`config.mk`:
```
export PLATFORM = sky130hd
export DESIGN_NAME = icb_dec
export DESIGN_NICKNAME = d
export VERILOG_FILES = /design/src/rtl/icb_dec_pkg.sv /design/src/rtl/icb_id_fifo.sv /design/src/rtl/icb_dec.sv
export SDC_FILE = /design/constraint.sdc
export NUM_CORES = 1
export LEC_CHECK = 0
export BUFFER_PORTS_ARGS = -buffer_cell sky130_fd_sc_hd__buf_2
export CAP_MARGIN = 20
export CORE_AREA = 3 3 112 114
export CTS_BUF_LIST = sky130_fd_sc_hd__clkbuf_16
export DETAILED_ROUTE_END_ITERATION = 12
export DIE_AREA = 0 0 115 117
export GPL_TIMING_DRIVEN = 0
export PLACE_DENSITY_LB_ADDON = 0.12
export SYNTH_ARGS = -nofsm -noshare
export SYNTH_HDL_FRONTEND = slang
export SYNTH_SLANG_ARGS = --single-unit
```
`constraint.sdc`:
```
create_clock -name clk -period 4.06 [get_ports clk]
set_clock_uncertainty 0.2 [all_clocks]
set_input_delay 0.406 -clock clk [delete_from_list [all_inputs] [get_ports clk]]
set_output_delay 0.406 -clock clk [all_outputs]
set_load 0.02 [all_outputs]
```
`src/rtl/icb_dec_pkg.sv`:
```
// Shared widths, region map and slave IDs for the ICB address decoder.
package icb_dec_pkg;
  localparam int MemAddrBus = 32;
  localparam int MemBus     = 32;

  localparam logic [3:0] REG_IRAM  = 4'h0;
  localparam logic [3:0] REG_SRAM  = 4'h1;
  localparam logic [3:0] REG_SYSIO = 4'h2;

  typedef logic [1:0] sid_t;
  localparam sid_t ID_IRAM  = 2'd0;
  localparam sid_t ID_SRAM  = 2'd1;
  localparam sid_t ID_SYSIO = 2'd2;
  localparam sid_t ID_DEF   = 2'd3;

  function automatic sid_t decode(input logic [MemAddrBus-1:0] addr);
    case (addr[31:28])
      REG_IRAM:  return ID_IRAM;
      REG_SRAM:  return ID_SRAM;
      REG_SYSIO: return ID_SYSIO;
      default:   return ID_DEF;
    endcase
  endfunction
endpackage

```
`src/rtl/icb_id_fifo.sv`:
```
// In-order FIFO of slave IDs for outstanding transactions; no push/pop bypass.
module icb_id_fifo #(
  parameter int DEPTH = 4,
  parameter int W     = 2
) (
  input  logic         clk,
  input  logic         rst,
  input  logic         push,
  input  logic         pop,
  input  logic [W-1:0] din,
  output logic [W-1:0] head,
  output logic         full,
  output logic         empty
);
  localparam int AW = $clog2(DEPTH);

  logic [W-1:0]  mem [DEPTH];
  logic [AW-1:0] wptr, rptr;
  logic [AW:0]   cnt;

  // Storage needs no reset: entries are only read while cnt says they are live.
  always_ff @(posedge clk) begin
    if (push) mem[wptr] <= din;
  end

  always_ff @(posedge clk) begin
    if (rst) begin
      wptr <= '0;
      rptr <= '0;
      cnt  <= '0;
    end else begin
      if (push) wptr <= wptr + 1'b1;
      if (pop)  rptr <= rptr + 1'b1;
      case ({push, pop})
        2'b10:   cnt <= cnt + 1'b1;
        2'b01:   cnt <= cnt - 1'b1;
        default: cnt <= cnt;
      endcase
    end
  end

  assign head  = mem[rptr];
  assign full  = (cnt == (AW+1)'(DEPTH));
  assign empty = (cnt == '0);
endmodule

```
`src/rtl/icb_dec.sv`:
```
// ICB 1-to-3 splitter: combinational command decode, responses returned in issue order.
module icb_dec
  import icb_dec_pkg::*;
#(
  parameter int OUTS = 4
) (
  input  logic                  clk,
  input  logic                  rst,
  input  logic                  m_icb_cmd_valid,
  output logic                  m_icb_cmd_ready,
  input  logic [MemAddrBus-1:0] m_icb_cmd_addr,
  input  logic                  m_icb_cmd_read,
  input  logic [MemBus-1:0]     m_icb_cmd_wdata,
  input  logic [3:0]            m_icb_cmd_wmask,
  output logic                  m_icb_rsp_valid,
  input  logic                  m_icb_rsp_ready,
  output logic                  m_icb_rsp_err,
  output logic [MemBus-1:0]     m_icb_rsp_rdata,
  output logic [2:0]            s_icb_cmd_valid,
  input  logic [2:0]            s_icb_cmd_ready,
  output logic [MemAddrBus-1:0] s_icb_cmd_addr,
  output logic                  s_icb_cmd_read,
  output logic [MemBus-1:0]     s_icb_cmd_wdata,
  output logic [3:0]            s_icb_cmd_wmask,
  input  logic [2:0]            s_icb_rsp_valid,
  output logic [2:0]            s_icb_rsp_ready,
  input  logic [2:0]            s_icb_rsp_err,
  input  logic [3*MemBus-1:0]   s_icb_rsp_rdata
);
  sid_t sel, head;
  logic full, empty, push, pop;

  // Slot 3 is the default slave: always ready, always answers with an error.
  logic [3:0]             cmd_rdy_all, rsp_vld_all, rsp_err_all, sel_hot, head_hot;
  logic [3:0][MemBus-1:0] rsp_data_all;

  assign sel          = decode(m_icb_cmd_addr);
  assign cmd_rdy_all  = {1'b1, s_icb_cmd_ready};
  assign rsp_vld_all  = {1'b1, s_icb_rsp_valid};
  assign rsp_err_all  = {1'b1, s_icb_rsp_err};
  assign rsp_data_all = {{MemBus{1'b0}}, s_icb_rsp_rdata};
  assign sel_hot      = 4'b0001 << sel;
  assign head_hot     = 4'b0001 << head;

  assign s_icb_cmd_valid = (m_icb_cmd_valid && !full) ? sel_hot[2:0] : 3'b000;
  assign m_icb_cmd_ready = !full && cmd_rdy_all[sel];
  assign s_icb_cmd_addr  = m_icb_cmd_addr;
  assign s_icb_cmd_read  = m_icb_cmd_read;
  assign s_icb_cmd_wdata = m_icb_cmd_wdata;
  assign s_icb_cmd_wmask = m_icb_cmd_wmask;

  always_comb begin
    m_icb_rsp_valid = 1'b0;
    m_icb_rsp_err   = 1'b0;
    m_icb_rsp_rdata = '0;
    s_icb_rsp_ready = 3'b000;
    if (!empty) begin
      m_icb_rsp_valid = rsp_vld_all[head];
      m_icb_rsp_err   = rsp_err_all[head];
      m_icb_rsp_rdata = rsp_data_all[head];
      s_icb_rsp_ready = m_icb_rsp_ready ? head_hot[2:0] : 3'b000;
    end
  end

  assign push = m_icb_cmd_valid && m_icb_cmd_ready;
  assign pop  = m_icb_rsp_valid && m_icb_rsp_ready;

  icb_id_fifo #(.DEPTH(OUTS), .W(2)) u_fifo (
    .clk  (clk),
    .rst  (rst),
    .push (push),
    .pop  (pop),
    .din  (sel),
    .head (head),
    .full (full),
    .empty(empty)
  );
endmodule

```
; Yosys cells after proc, flatten, opt, wreduce, memory -nomap -nowiden
; Memory sizes are Yosys's and may differ from the RTL's. A register that Yosys moved wholly into a read port is not among the register bits.
; Cells that the tools add are included.
[totals]
wordCells = 45
mem_bits_rw = 8
in_bits = 178
memories = 1
ff_bits = 7
[memory_table]
columns = memory, words, width, rd, rd_ports_with_merged_regs, wr, line
row1 = u_fifo.mem, 4, 2, 1, 1, 1, icb_id_fifo.sv:17  ; logic [W-1:0] mem [DEPTH];
[classes]
shift = 2
n_eq_ne = 5
muxes = 20
n_addsub = 4
n_reduce_logical = 8
order_cmp = 2
[ops]
columns = op, count
row1 = 32-bit binary-select mux with 2-bit select, 1
row2 = 32-bit 2-to-1 mux, 2
row3 = 3-bit 2-to-1 mux, 3
row4 = 1-bit 2-to-1 mux, 7
row5 = 1-bit binary-select mux with 2-bit select, 3
row6 = "2-bit by 3-bit less-than comparator with 1-bit output, second input constant", 2
row7 = 2-bit case mux with 3 select lines, 1
row8 = 3-bit case mux with 2 select lines, 1
row9 = "1-bit by 2-bit << shifter with 3-bit output, first input constant", 2
row10 = "2-bit by 1-bit adder with 2-bit output, second input constant", 2
row11 = "4-bit by 1-bit equality test with 1-bit output, second input constant", 1
row12 = "4-bit by 2-bit equality test with 1-bit output, second input constant", 1
row13 = 1-bit logical AND, 4
row14 = 4-bit zero test, 1
row15 = 2-bit 2-to-1 mux, 2
row16 = "3-bit by 1-bit adder with 3-bit output, second input constant", 1
row17 = "3-bit equality test, second input constant", 1
row18 = 3-bit zero test, 1
row19 = "3-bit by 1-bit subtractor with 3-bit output, second input constant", 1
row20 = "2-bit by 1-bit equality test with 1-bit output, second input constant", 1
row21 = "2-bit equality test, second input constant", 1
row22 = 2-bit nonzero test, 1
row23 = 1-bit zero test, 1

; Depth between registers and ports, before layout
[depth]
ltp_word = 8
mapped_depth = 10
depth_no_buf = 10

; Hierarchy
; Synthesis repeated with hierarchy kept, for this count alone.
[hier_totals]
hier_cells = 296
hier_area_um2 = 2397.3
[by_module_without_submodules]
columns = module, area_per_inst_um2, seq_area_each_um2, instances, cells_each
row1 = icb_dec, 1677.9, 0.0, 1, 239
row2 = icb_id_fifo, 719.4, 420.4, 1, 57

; Worst setup path before layout
; No wires, ideal clock.
[synth_path]
kind = reg2reg
startpoint = register with a tool-made name
endpoint = register u_fifo.cnt[2]
required_time_ns = 3.790
n_path_buf = 1
setup_ns = 0.070
slack_ns = 1.225
stages_incl_launch_ff = 10
t_arrival_ns = 2.565
path_cell_list = dfxtp_1 mux4_2 buf_2 nor3b_4 a211oi_2 ha_1 fa_1 xnor2_1 or3_1 a21oi_1
[synth_rtl]
columns = element, line
row1 = "end signal, assigned", icb_id_fifo.sv:35  ; 2'b10: cnt <= cnt + 1'b1;
row2 = "end signal, assigned", icb_id_fifo.sv:36  ; 2'b01: cnt <= cnt - 1'b1;
row3 = "end signal, assigned", icb_id_fifo.sv:37  ; default: cnt <= cnt;
row4 = "end, declared", icb_id_fifo.sv:19  ; logic [AW:0] cnt;

; Final worst setup path
[layout_path]
startpoint = register u_fifo.cnt[0]
endpoint = register u_fifo.cnt[2]
[layout_between]
elab_cells_between_ends = 13
classes_between = 2 x add/sub / 3 x eq/ne / 2 x mux / 6 x reduce/logical
[layout_rtl]
columns = element, line
row1 = 3-bit zero test *, icb_id_fifo.sv:44  ; assign empty = (cnt == '0);
row2 = 1-bit 2-to-1 mux *, icb_dec.sv:57  ; if (!empty) begin
row3 = 1-bit logical AND *, icb_dec.sv:66  ; assign pop = m_icb_rsp_valid && m_icb_rsp_ready;
row4 = via pop, icb_dec.sv:31  ; logic full, empty, push, pop;
row5 = 2-bit by 1-bit equality test with 1-bit output / 2-bit equality test (equally long branches), icb_id_fifo.sv:34  ; case ({push, pop})
row6 = 3-bit case mux with 2 select lines / 2-bit nonzero test (equally long branches), n/a
; Mark *: on every way through the listed nets, which the timed path passes. The rest lies on a longest branch.
; A chain may end at the register's enable or synchronous reset.

==> impl_metrics.json <==
{
  "clk-insertion-delay-late_ns": 0.24,
  "cts.htree.levels": 1,
  "die_y_um": 117,
  "ir_drop_v": 0.000264,
  "grt.total_usage_pct": 12.1,
  "synth_top_cell_area_share_pct": 23.1,
  "max_freq_mhz": 327,
  "fin_ws_ns": 1.01,
  "min_path_type": "in -> reg",
  "cp.required_ns": 4.04,
  "clockBufferDepth": 2,
  "synth.area.top_cells": "buf_4 23%, mux2i_1 17%, nor2_1 12%, edfxtp_1 11%, dfxtp_1 8.0%",
  "antenna_found_initial": 3,
  "cts_buffers": 3,
  "wl_per_cell_um": 14.8,
  "mostFrequentLayoutCells": "229 x buf_2, 74 x nor2_1, 69 x buf_4, 37 x mux2i_1, 34 x a21oi_1",
  "worst-path-max-fanout": 8,
  "grt_pass1_vias": 2501,
  "synthCells": 295,
  "cts.reportedPaths.clkPinSlew_ns": 0.05,
  "synth-seq-area-share_pct": 18.8,
  "yosysTopAreaCell": "buf_4",
  "synthesis.nets": 479,
  "pin_count": 288,
  "synth.distinct_cells": 29,
  "dp.cells": 659,
  "vias": 2711,
  "rows": 39,
  "status": "complete, no violations",
  "timing.final.hold_violations": 0,
  "area_growth_pct": 61.0,
  "cp-end-kind": "flip-flop",
  "cts-root-buf": "clkbuf_16",
  "mostFrequentLayoutCell": "buf_2",
  "drc": 0,
  "wirelength_um": 9800,
  "core_um2": 11500,
  "gp_congestion": 0.716,
  "cts_setup_buffers": 0,
  "io_buffers": 221,
  "dieWidth_um": 115,
  "period_minus_slack_ns": 3.05,
  "critPathArrivalTime_ns": 3.03,
  "grt_pass1_wl_um": 13000,
  "synth_warnings": 0,
  "p_per_area_nw_per_um2": 430,
  "final_area_um2": 3600,
  "cp-start-kind": "flip-flop",
  "total_power_w": 0.00155,
  "final-setup-viol-count": 0,
  "pre_cts_ws_ns": 0.917,
  "avgSynthCellArea_um2": 7.59,
  "crit_start": "u_fifo.cnt[0]",
  "first_pass_iters": 5,
  "grt_max_degree": 11,
  "slew_violations": 0,
  "postPlaceCellArea_um2": 3520,
  "die_area_um2": 13500,
  "grt_overflow_total": 0,
  "relSlewSlack_pct": 39.5,
  "cts_resized": 0,
  "r2r-start": "u_fifo.cnt[0]",
  "cap_violations": 0,
  "p_leak_nw": 2.08,
  "ys_ff_latch": 17,
  "postCtsHoldBufs": 0,
  "start_util_pct": 19.4,
  "syn_area_um2": 2240,
  "rsz0062_at_grt": "no",
  "drt_iter0_markers": 92,
  "ant_nets": 0,
  "worstHoldStart": "rst",
  "hpwlAfterDp_um": 8630,
  "critical_path_class": "reg -> reg",
  "cts_sinks": 17,
  "period_share_pct": 75.2,
  "stdcell_count": 664,
  "nets": 705,
  "tritoncts": "built",
  "drive_gt1_share_pct": 59.0,
  "routed_via_density": 4.08,
  "finalSetupTns_ns": 0,
  "tightest_slew_ns": 0.901
}
==> per-layer routing <==
| layer | wire (um) | share of wire (%) | vias up | global-route usage (%) |
|---|---|---|---|---|
| met2 | 5430 | 55 | 124 | 23.6 |
| li1 | - | - | 1360 | - |
| met1 | 3560 | 36 | 1217 | 14.3 |
| met5 | 22 | 0.22 | - | 0 |
| met3 | 777 | 7.9 | 6 | 2.31 |
| met4 | 15 | 0.15 | 4 | 0.704 |
==> power breakdown <==
part | internal (W) | switching, W | leakage (nW)
Combinational | 0.000428 | 0.000695 | 1.90
Clock | 0.000130 | 0.0000587 | 0.0423
Sequential | 0.000211 | 0.0000275 | 0.141
Total | 0.000769 | 0.000781 | 2.08
==> critical path, stage by stage (launching register included) <==
cell and delay, ns:
dfxtp_1 0.36, nor3_1 0.76, nand2b_1 0.36, a211oi_2 0.11
ha_1 0.24, fa_1 0.38, xnor2_1 0.14, or3_1 0.30
a21oi_1 0.14
==> per-stage QoR <==
step | hold WS (ns) | util (%)
3_5_place_dp | 0.318 | 30.6
2_1_floorplan | 0.282 | -
4_1_cts | 0.315 | 31.3
5_1_grt | 0.337 | 31.3
6_report | 0.310 | 31.3
3_3_place_gp | 0.321 | 30.6
==> cells by family after synthesis <==
logic type               Yosys count  synth area share (%)
AND/OR/NAND/NOR                   96                  18.6
flip-flops                        17                  18.8
buffers and inverters             92                  27.8
multiplexers                      39                  18.6
XOR/XNOR                           5                  1.96
adder cells (fa/ha/maj)            6                  3.69
AO/OA/AOI/OAI                     40                  10.6
==> cell type report <==
class                   count  area (um2)
inverters                   7        26.3
repair buffers            221        1110
fillers                  1289        7910
plain buffers              85         596
clock buffers               3        75.1
diodes                      1        2.50
multi-input cells         186        1200
well taps                 143         179
flip-flops and latches     17         420
clock inverters             1        3.75
==> cell usage after synthesis, drive strengths merged <==
cell,number
a2111oi,1
a211oi,3
a21boi,1
a21oi,34
and2,4
and3,2
buf,79
clkbuf,6
dfxtp,9
edfxtp,8
fa,1
ha,5
inv,7
mux2i,37
mux4,2
nand2,1
nand2b,1
nor2,74
nor2b,5
nor3,7
nor3b,1
o21ai,1
or3,1
xnor2,4
xor2,1
==> final timing paths <==
path | slack [ns] | depth (start not counted) | end
setup reg to reg | 1.01 | 8 | u_fifo.cnt[2]
setup / recovery | 1.01 | 8 | u_fifo.cnt[2]
hold reg to reg | 0.33 | 2 | flip-flop
hold / removal | 0.31 | 2 | u_fifo.cnt[1]
Note: power is estimated with default switching activity, not from simulation.
